--- src/rtl/mult_pkg.sv ---
// Widths and limits for the nibble-serial 16x16 multiplier.
// The datapath and its controller both import this package.
package mult_pkg;
    localparam int NIB_W   = 4;
    localparam int OP_W    = 16;
    localparam int PROD_W  = 32;
    localparam int PP_W    = 2 * NIB_W;
    localparam int COUNT_W = 4;
    localparam logic [2:0] MAX_SHIFT = 3'd6;
endpackage

--- src/rtl/mult4x4.sv ---
// Unsigned 4x4 multiplier producing an 8-bit partial product.
// Purely combinational; the result is valid in the same cycle, with no handshake.
module mult4x4
    import mult_pkg::*;
(
    input  logic [NIB_W-1:0] a,
    input  logic [NIB_W-1:0] b,
    output logic [PP_W-1:0]  p
);

    assign p = PP_W'(a) * PP_W'(b);

endmodule

--- src/rtl/mult_datapath.sv ---
// Datapath for the nibble-serial multiplier: latches operands and accumulates shifted 4x4 products.
// Product is ready 16 steps after clear, plus one edge after done rises; no backpressure (controller paced).
module mult_datapath
    import mult_pkg::*;
(
    input  logic                 clk,
    input  logic                 reset_a_n,
    input  logic [OP_W-1:0]      dataa,
    input  logic [OP_W-1:0]      datab,
    input  logic [3:0]           input_sel,
    input  logic [2:0]           shift_sel,
    input  logic                 clk_ena,
    input  logic                 sclr_n,
    input  logic                 done,
    output logic [COUNT_W-1:0]   count,
    output logic [PROD_W-1:0]    product,
    output logic                 product_valid,
    output logic [PROD_W-1:0]    acc_out
);

    logic [OP_W-1:0]    r_a;
    logic [OP_W-1:0]    r_b;
    logic [PROD_W-1:0]  r_acc;
    logic [COUNT_W-1:0] r_count;
    logic [PROD_W-1:0]  r_product;
    logic               r_product_valid;
    logic               r_done_d;

    logic [NIB_W-1:0]   w_a_nib;
    logic [NIB_W-1:0]   w_b_nib;
    logic [PP_W-1:0]    w_pp;
    logic [PROD_W-1:0]  w_pp_ext;
    logic [PROD_W-1:0]  w_addend;
    logic               w_done_rise;

    // Nibbles come from the latched operands so the live inputs may change mid-run.
    assign w_a_nib = r_a[{input_sel[3:2], 2'b00} +: NIB_W];
    assign w_b_nib = r_b[{input_sel[1:0], 2'b00} +: NIB_W];

    mult4x4 u_mult4x4 (
        .a (w_a_nib),
        .b (w_b_nib),
        .p (w_pp)
    );

    assign w_pp_ext = {{(PROD_W-PP_W){1'b0}}, w_pp};
    // An out-of-range shift contributes nothing rather than a truncated product.
    assign w_addend = (shift_sel > MAX_SHIFT) ? '0 : (w_pp_ext << {shift_sel, 2'b00});

    assign w_done_rise = done & ~r_done_d;

    always_ff @(posedge clk or negedge reset_a_n) begin
        if (!reset_a_n) begin
            r_a     <= '0;
            r_b     <= '0;
            r_acc   <= '0;
            r_count <= '0;
        end else if (clk_ena) begin
            if (!sclr_n) begin
                r_a     <= dataa;
                r_b     <= datab;
                r_acc   <= '0;
                r_count <= '0;
            end else begin
                r_acc   <= r_acc + w_addend;
                r_count <= r_count + 1'b1;
            end
        end
    end

    // Captures the accumulator as it stood before this edge, so a coincident clear cannot corrupt it.
    always_ff @(posedge clk or negedge reset_a_n) begin
        if (!reset_a_n) begin
            r_done_d        <= 1'b0;
            r_product       <= '0;
            r_product_valid <= 1'b0;
        end else begin
            r_done_d        <= done;
            r_product_valid <= w_done_rise;
            if (w_done_rise) begin
                r_product <= r_acc;
            end
        end
    end

    assign count         = r_count;
    assign product       = r_product;
    assign product_valid = r_product_valid;
    assign acc_out       = r_acc;

endmodule

--- config.mk ---
export PLATFORM = sky130hd
export DESIGN_NAME = mult_datapath
export DESIGN_NICKNAME = d
export VERILOG_FILES = /design/src/rtl/mult_pkg.sv /design/src/rtl/mult4x4.sv /design/src/rtl/mult_datapath.sv
export SDC_FILE = /design/constraint.sdc
export NUM_CORES = 1
export LEC_CHECK = 0
export BUFFER_PORTS_ARGS = -buffer_cell sky130_fd_sc_hd__buf_2
export CAP_MARGIN = 10
export CORE_UTILIZATION = 57
export DETAILED_ROUTE_END_ITERATION = 8
export PLACE_DENSITY = 0.81
export SYNTH_ARGS = -nofsm -noshare
export SYNTH_HDL_FRONTEND = slang
export SYNTH_SLANG_ARGS = --single-unit
--- constraint.sdc ---
create_clock -name clk -period 7.3 [get_ports clk]
set_input_delay 0.73 -clock clk [delete_from_list [all_inputs] [get_ports clk]]
set_output_delay 0.73 -clock clk [all_outputs]
set_load 0.01 [all_outputs]
# Word-level counts from Yosys, hierarchy flattened
# Cells that the tools add are included.
# word_totals
mem_bits_rw	0
latch_bits	0
word_cells	21
ff_bits	102
mem_count	0
rom_bits	0
# op_classes
add_sub_neg	2
n_mux	3
order_cmp	1
bitwise	3
eq_ne	0
n_mul	1
n_shift	3
reduce_logical	1
div_mod_pow	0
# op_table
cell	count
$mux W32	2
$add A32 B32 Y32	1
$shiftx A16 B5 Y4	2
$shl A8 B5 Y32	1
$mul A4 B4 Y8	1
$add A4 B1 Y4 const B	1
$mux W4	1
$gt A3 B3 Y1 const B	1
$not A1 Y1	2
$reduce_and A2 Y1	1
$and A1 B1 Y1	1

# Logic depth before layout (Yosys ltp)
# logic_depth
word_depth	6
mapped_depth	22
mapped_depth_nobuf	22

# Hierarchy
# From an unflattened synthesis, not the netlist that was laid out.
# unflattened
hier_cells	640
area_unflattened_um2	6393.6
# by_module_without_submodules
mod	n_inst	area_each_um2	cells_each	seq_area_each_um2
mult_datapath	1	5948.2	589	2552.4
mult4x4	1	445.4	51	0.0

# Least setup slack after synthesis
# No wires, ideal clock.
# synth_path
path_type	in2reg
startpoint	input port input_sel[2]
endpoint	register r_acc[28], in the netlist acc_out[28]
setup_time_ps	121
cell_stages	21
slack_ps	1600
required_ps	7179
arrival_time_ps	5578
path_cell_list	mux4_2 nand2_1 fa_1 inv_1 fa_1 ha_1 a211oi_1 o21bai_1 a21oi_1 xor2_1 mux2_2 nor3_1 ha_1 a21o_1 a311o_1 a211oi_2 a211o_1 a21oi_2 o21ai_1 or3b_1 a32o_2
# synth_via
elab_chain_cells	6
# synth_lines
element	line	rtl
from (decl)	mult_datapath.sv:10	input logic [3:0] input_sel,
$shiftx A16 B5 Y4	mult_datapath.sv:37	assign w_a_nib = r_a[{input_sel[3:2], 2'b00} +: NIB_W];
$mul A4 B4 Y8	mult4x4.sv:11	assign p = PP_W'(a) * PP_W'(b);
$shl A8 B5 Y32	mult_datapath.sv:48	assign w_addend = (shift_sel > MAX_SHIFT) ? '0 : (w_pp_ext << {shift_sel, 2'b00});
$mux W32	mult_datapath.sv:48	
$add A32 B32 Y32	mult_datapath.sv:65	r_acc <= r_acc + w_addend;
$mux W32	mult_datapath.sv:59	if (!sclr_n) begin
to (signal assigned)	mult_datapath.sv:65	
to (decl)	mult_datapath.sv:23	logic [PROD_W-1:0] r_acc;
# No other way between the ends.
# A chain may end at the register's enable or synchronous reset.

# Worst setup path after layout
# Same ends and word-level chain as after synthesis.

==> summary.txt <==
GRT
  • Vias in the first global route: around 5000
  • GRT overflow: 0
  • Largest net degree at the start of global routing: 57
  • Total Routing Usage GR: 27.4%
  • First-pass GRT wire length: 24500 um
  • Initial antenna violation count: 0

Finish
  • Nets@finish: 808
  • ANT cells: 0
  • Final Cell Area: just over 7000 um^2
  • Share of cells above drive strength 1: between 20% and 30%
  • Area Overhead vs Synth: 12.8%
  • # fillers: 865

Clocking
  • CTS tree: done
  • CTS Root Cell: clkbuf_8
  • CTS sink cnt: 102
  • Post-CTS Resized: 0
  • Maximum root-to-sink buffer count: 2
  • Post-CTS setup buffers: 0
  • Clock Latency Late Sink: slightly below 400 ps
  • Clock slew at reported path FFs: approximately 100 ps
  • Cts hold-fix bufs: 0
  • CTS Buf Count: 9
  • H-tree depth: 3

Setup path
  • CP arrival: around 6400 ps
  • Worst reg2reg path depth: 21
  • Reg2reg setup slack: approximately 1300 ps
  • RR Startpoint: r_a[8]
  • Critical Path Sink Type: flip-flop
  • Worst path required time: about 7600 ps
  • RR Endpoint: acc_out[28]
  • CP max FO: 6
  • Crit start category: input pin
  • CP Class: in2reg

Detailed routing
  • Wire per inst: ~17 um
  • Routed length on met1: 6550 um
  • Drt pass-1 iters: 5
  • DR vias: between 5000 and 6000
  • DR iter-0 viols: 326
  • Via/cell ratio: 5.98
  • Met3 Routed Length: between 800 and 900 um
  • DR top layer: met4
  • DRC viols: 0
  • Post-route ant nets: 0
  • WL final: about 15000 um
  • Met2 Wirelength: between 7000 and 8000 um

Yosys
  • Syn Nets: 708
  • Syn Area/Cell: 10.4 um^2
  • Top-area cell type share of the netlist area: around 40%
  • Synthesized cell area: about 6400 um^2
  • Largest cells by area after synthesis: dfrtp_1 40%, mux2_2 8.8%, ha_1 8.6%
  • Synth warn: 0
  • Cell taking the most area after synthesis: dfrtp_1
  • Post-synth ARST share: 100%
  • #FFs+latches synth: ~100
  • Cells after Synth: ~620
  • EDFF count, synth: 0
  • Cell variety after synth: 68
  • Sequential share of the synthesized area: 39.9%
  • Dominant register cell in the synthesized netlist: dfrtp_1

Placement
  • Post-Place Worst Slack: between 800 and 900 ps
  • I/O Buffers: between 100 and 150
  • DP Wirelength: 11500 um
  • Placed instance area: around 7000 um^2
  • Gpl congestion: around 0.95

Min path
  • Hold Path Class: in2async

STA
  • Clk_skew: between 10 and 15 ps
  • Final Max Slew Viols: 0
  • Tightest hold margin: roughly 320 ps
  • Period utilization: roughly 84%
  • Max-slew headroom: ~35%
  • Tmin final: ~6200 ps
  • Setup total negative slack: 0 ps
  • # setup viols final: 0
  • Worst-Margin Slew: approximately 970 ps
  • Setup slack after layout: about 1100 ps
  • Max frequency: about 160 MHz
  • RSZ-0062 raised after global routing: no
  • Final hold vios: 0

Outcome
  • Status: finished clean

Power
  • Static Leak: 3.70 nW
  • Pwr dens: between 200 and 300 nW/um^2
  • Peak supply drop: 0.146 mV

Die
  • Core ar.: approximately 11000 um^2
  • Num rows: 38
  • Chip Height: 108 um
  • Starting Density: 58.7%
  • Die area: between 10000 and 15000 um^2
  • I/O pins: ~110
  • Die X: 108 um

Job
  • Max Cap Viol: 0
==> per-stage QoR <==
step	std cells	util (%)	power [W]
after floorplan	615	-	0.00129
after global placement	844	64.5	0.00149
after detailed placement	844	64.5	0.00152
after CTS	860	66.2	0.00186
after global routing	860	66.2	0.00197
final	860	66.2	0.00185
==> power by group <==
group	internal, W	switching [W]	total [W]
registers	0.000670	0.0000794	0.000750
logic	0.000332	0.000434	0.000765
clock network	0.000143	0.000193	0.000336
==> worst max-delay path, cell delays in order <==
cell and delay, ps:
buf_2 150, mux4_2 580, nand2_1 120, fa_1 390, inv_1 90, fa_1 410
ha_1 320, a211oi_1 290, o21bai_1 120, a21oi_1 180, xor2_1 460, mux2_2 300
nor3_1 60, ha_1 360, a21o_1 190, a311o_1 380, a211oi_2 210, a211o_1 200
a21oi_2 100, o21ai_1 150, or3b_1 360, a32o_2 260
==> how the worst max path moves through the flow <==
stage | startpoint | to | slack, ps | depth (start not counted)
floorplan | input_sel[2] | acc_out[28] | 1600 | 21
global placement | input_sel[2] | acc_out[28] | 1060 | 22
detailed placement | input_sel[0] | acc_out[28] | 820 | 22
CTS | input_sel[2] | acc_out[28] | 1240 | 22
global route | input_sel[0] | acc_out[31] | 880 | 22
finish | input_sel[2] | acc_out[28] | 1150 | 22
==> routing by layer <==
layer	GRT usage, %	vias up
met2	44.6	186
met3	5.15	38
met4	11.0	0
met5	0	-
met1	36.0	2467
li1	-	2449
==> Yosys cell counts, types with 3 or more instances <==
library cell	n
mux2i_1	3
nor2_1	31
and3_1	5
nand2b_1	8
dfrtp_1	102
a21oi_1	34
a211oi_2	3
o21ai_0	36
fa_1	5
mux4_2	8
xor2_1	13
clkbuf_1	19
inv_1	29
ha_1	44
mux2_2	50
nor2b_1	11
xnor2_1	14
o21a_1	7
o21bai_1	6
nand2_1	43
a221o_1	3
a21o_1	18
a211oi_1	3
a31oi_1	6
nand3_1	10
and2_1	16
nor3_1	7
o22ai_1	12
nor4_1	3
buf_6	5
a211o_1	4
a22o_1	14
==> placed cells by master (no fill, tap or decap), types with 3 or more instances in the layout <==
master and count:
a211o_1 4, a211oi_1 3, a211oi_2 3, a21o_1 18
a21oi_1 34, a221o_1 3, a22o_1 14, a31oi_1 6
and2_1 16, and3_1 5, buf_2 111, buf_4 4
clkbuf_8 11, clkinvlp_4 3, dfrtp_1 102, fa_1 5
ha_1 44, inv_1 29, mux2_2 50, mux2i_1 3
mux4_2 8, nand2_1 43, nand2b_1 7, nand3_1 10
nor2_1 30, nor2b_1 11, nor3_1 7, nor4_1 3
o21a_1 7, o21ai_0 36, o21bai_1 6, o22ai_1 12
xnor2_1 14, xor2_1 13
==> final cells by class <==
class / instances / area [um^2] / area share (%)
multi-input combinational: 458 / 3600 / 49.9
sequential: 102 / 2550 / 35.4
timing repair buffer: 115 / 586 / 8.12
tap: 140 / 175 / 2.43
clock buffer: 12 / 155 / 2.15
inverter: 29 / 109 / 1.51
clock inverter: 4 / 31.3 / 0.434
==> cells by family (layout without fill, tap and decap cells) <==
family                     Yosys count  after routing  synth area share (%)
adders and majority gates           49             49                  10.2
xor gates and xnor gates            27             27                  3.70
DFF                                102            102                  39.9
buffers and inverters               55            160                  3.84
AOI/OAI and AO/OA                  175            175                  18.7
muxes                               61             61                  12.1
and+or+nand+nor                    146            146                  11.5
==> registers in the layout, indices dropped and copies added (netlist names) <==
| register | flops |
|---|---|
| product_valid | 1 |
| count | 4 |
| r_a | 16 |
| acc_out | 32 |
| product | 32 |
| r_b | 16 |
| r_done_d | 1 |
Power figures use the tool's default switching activity.
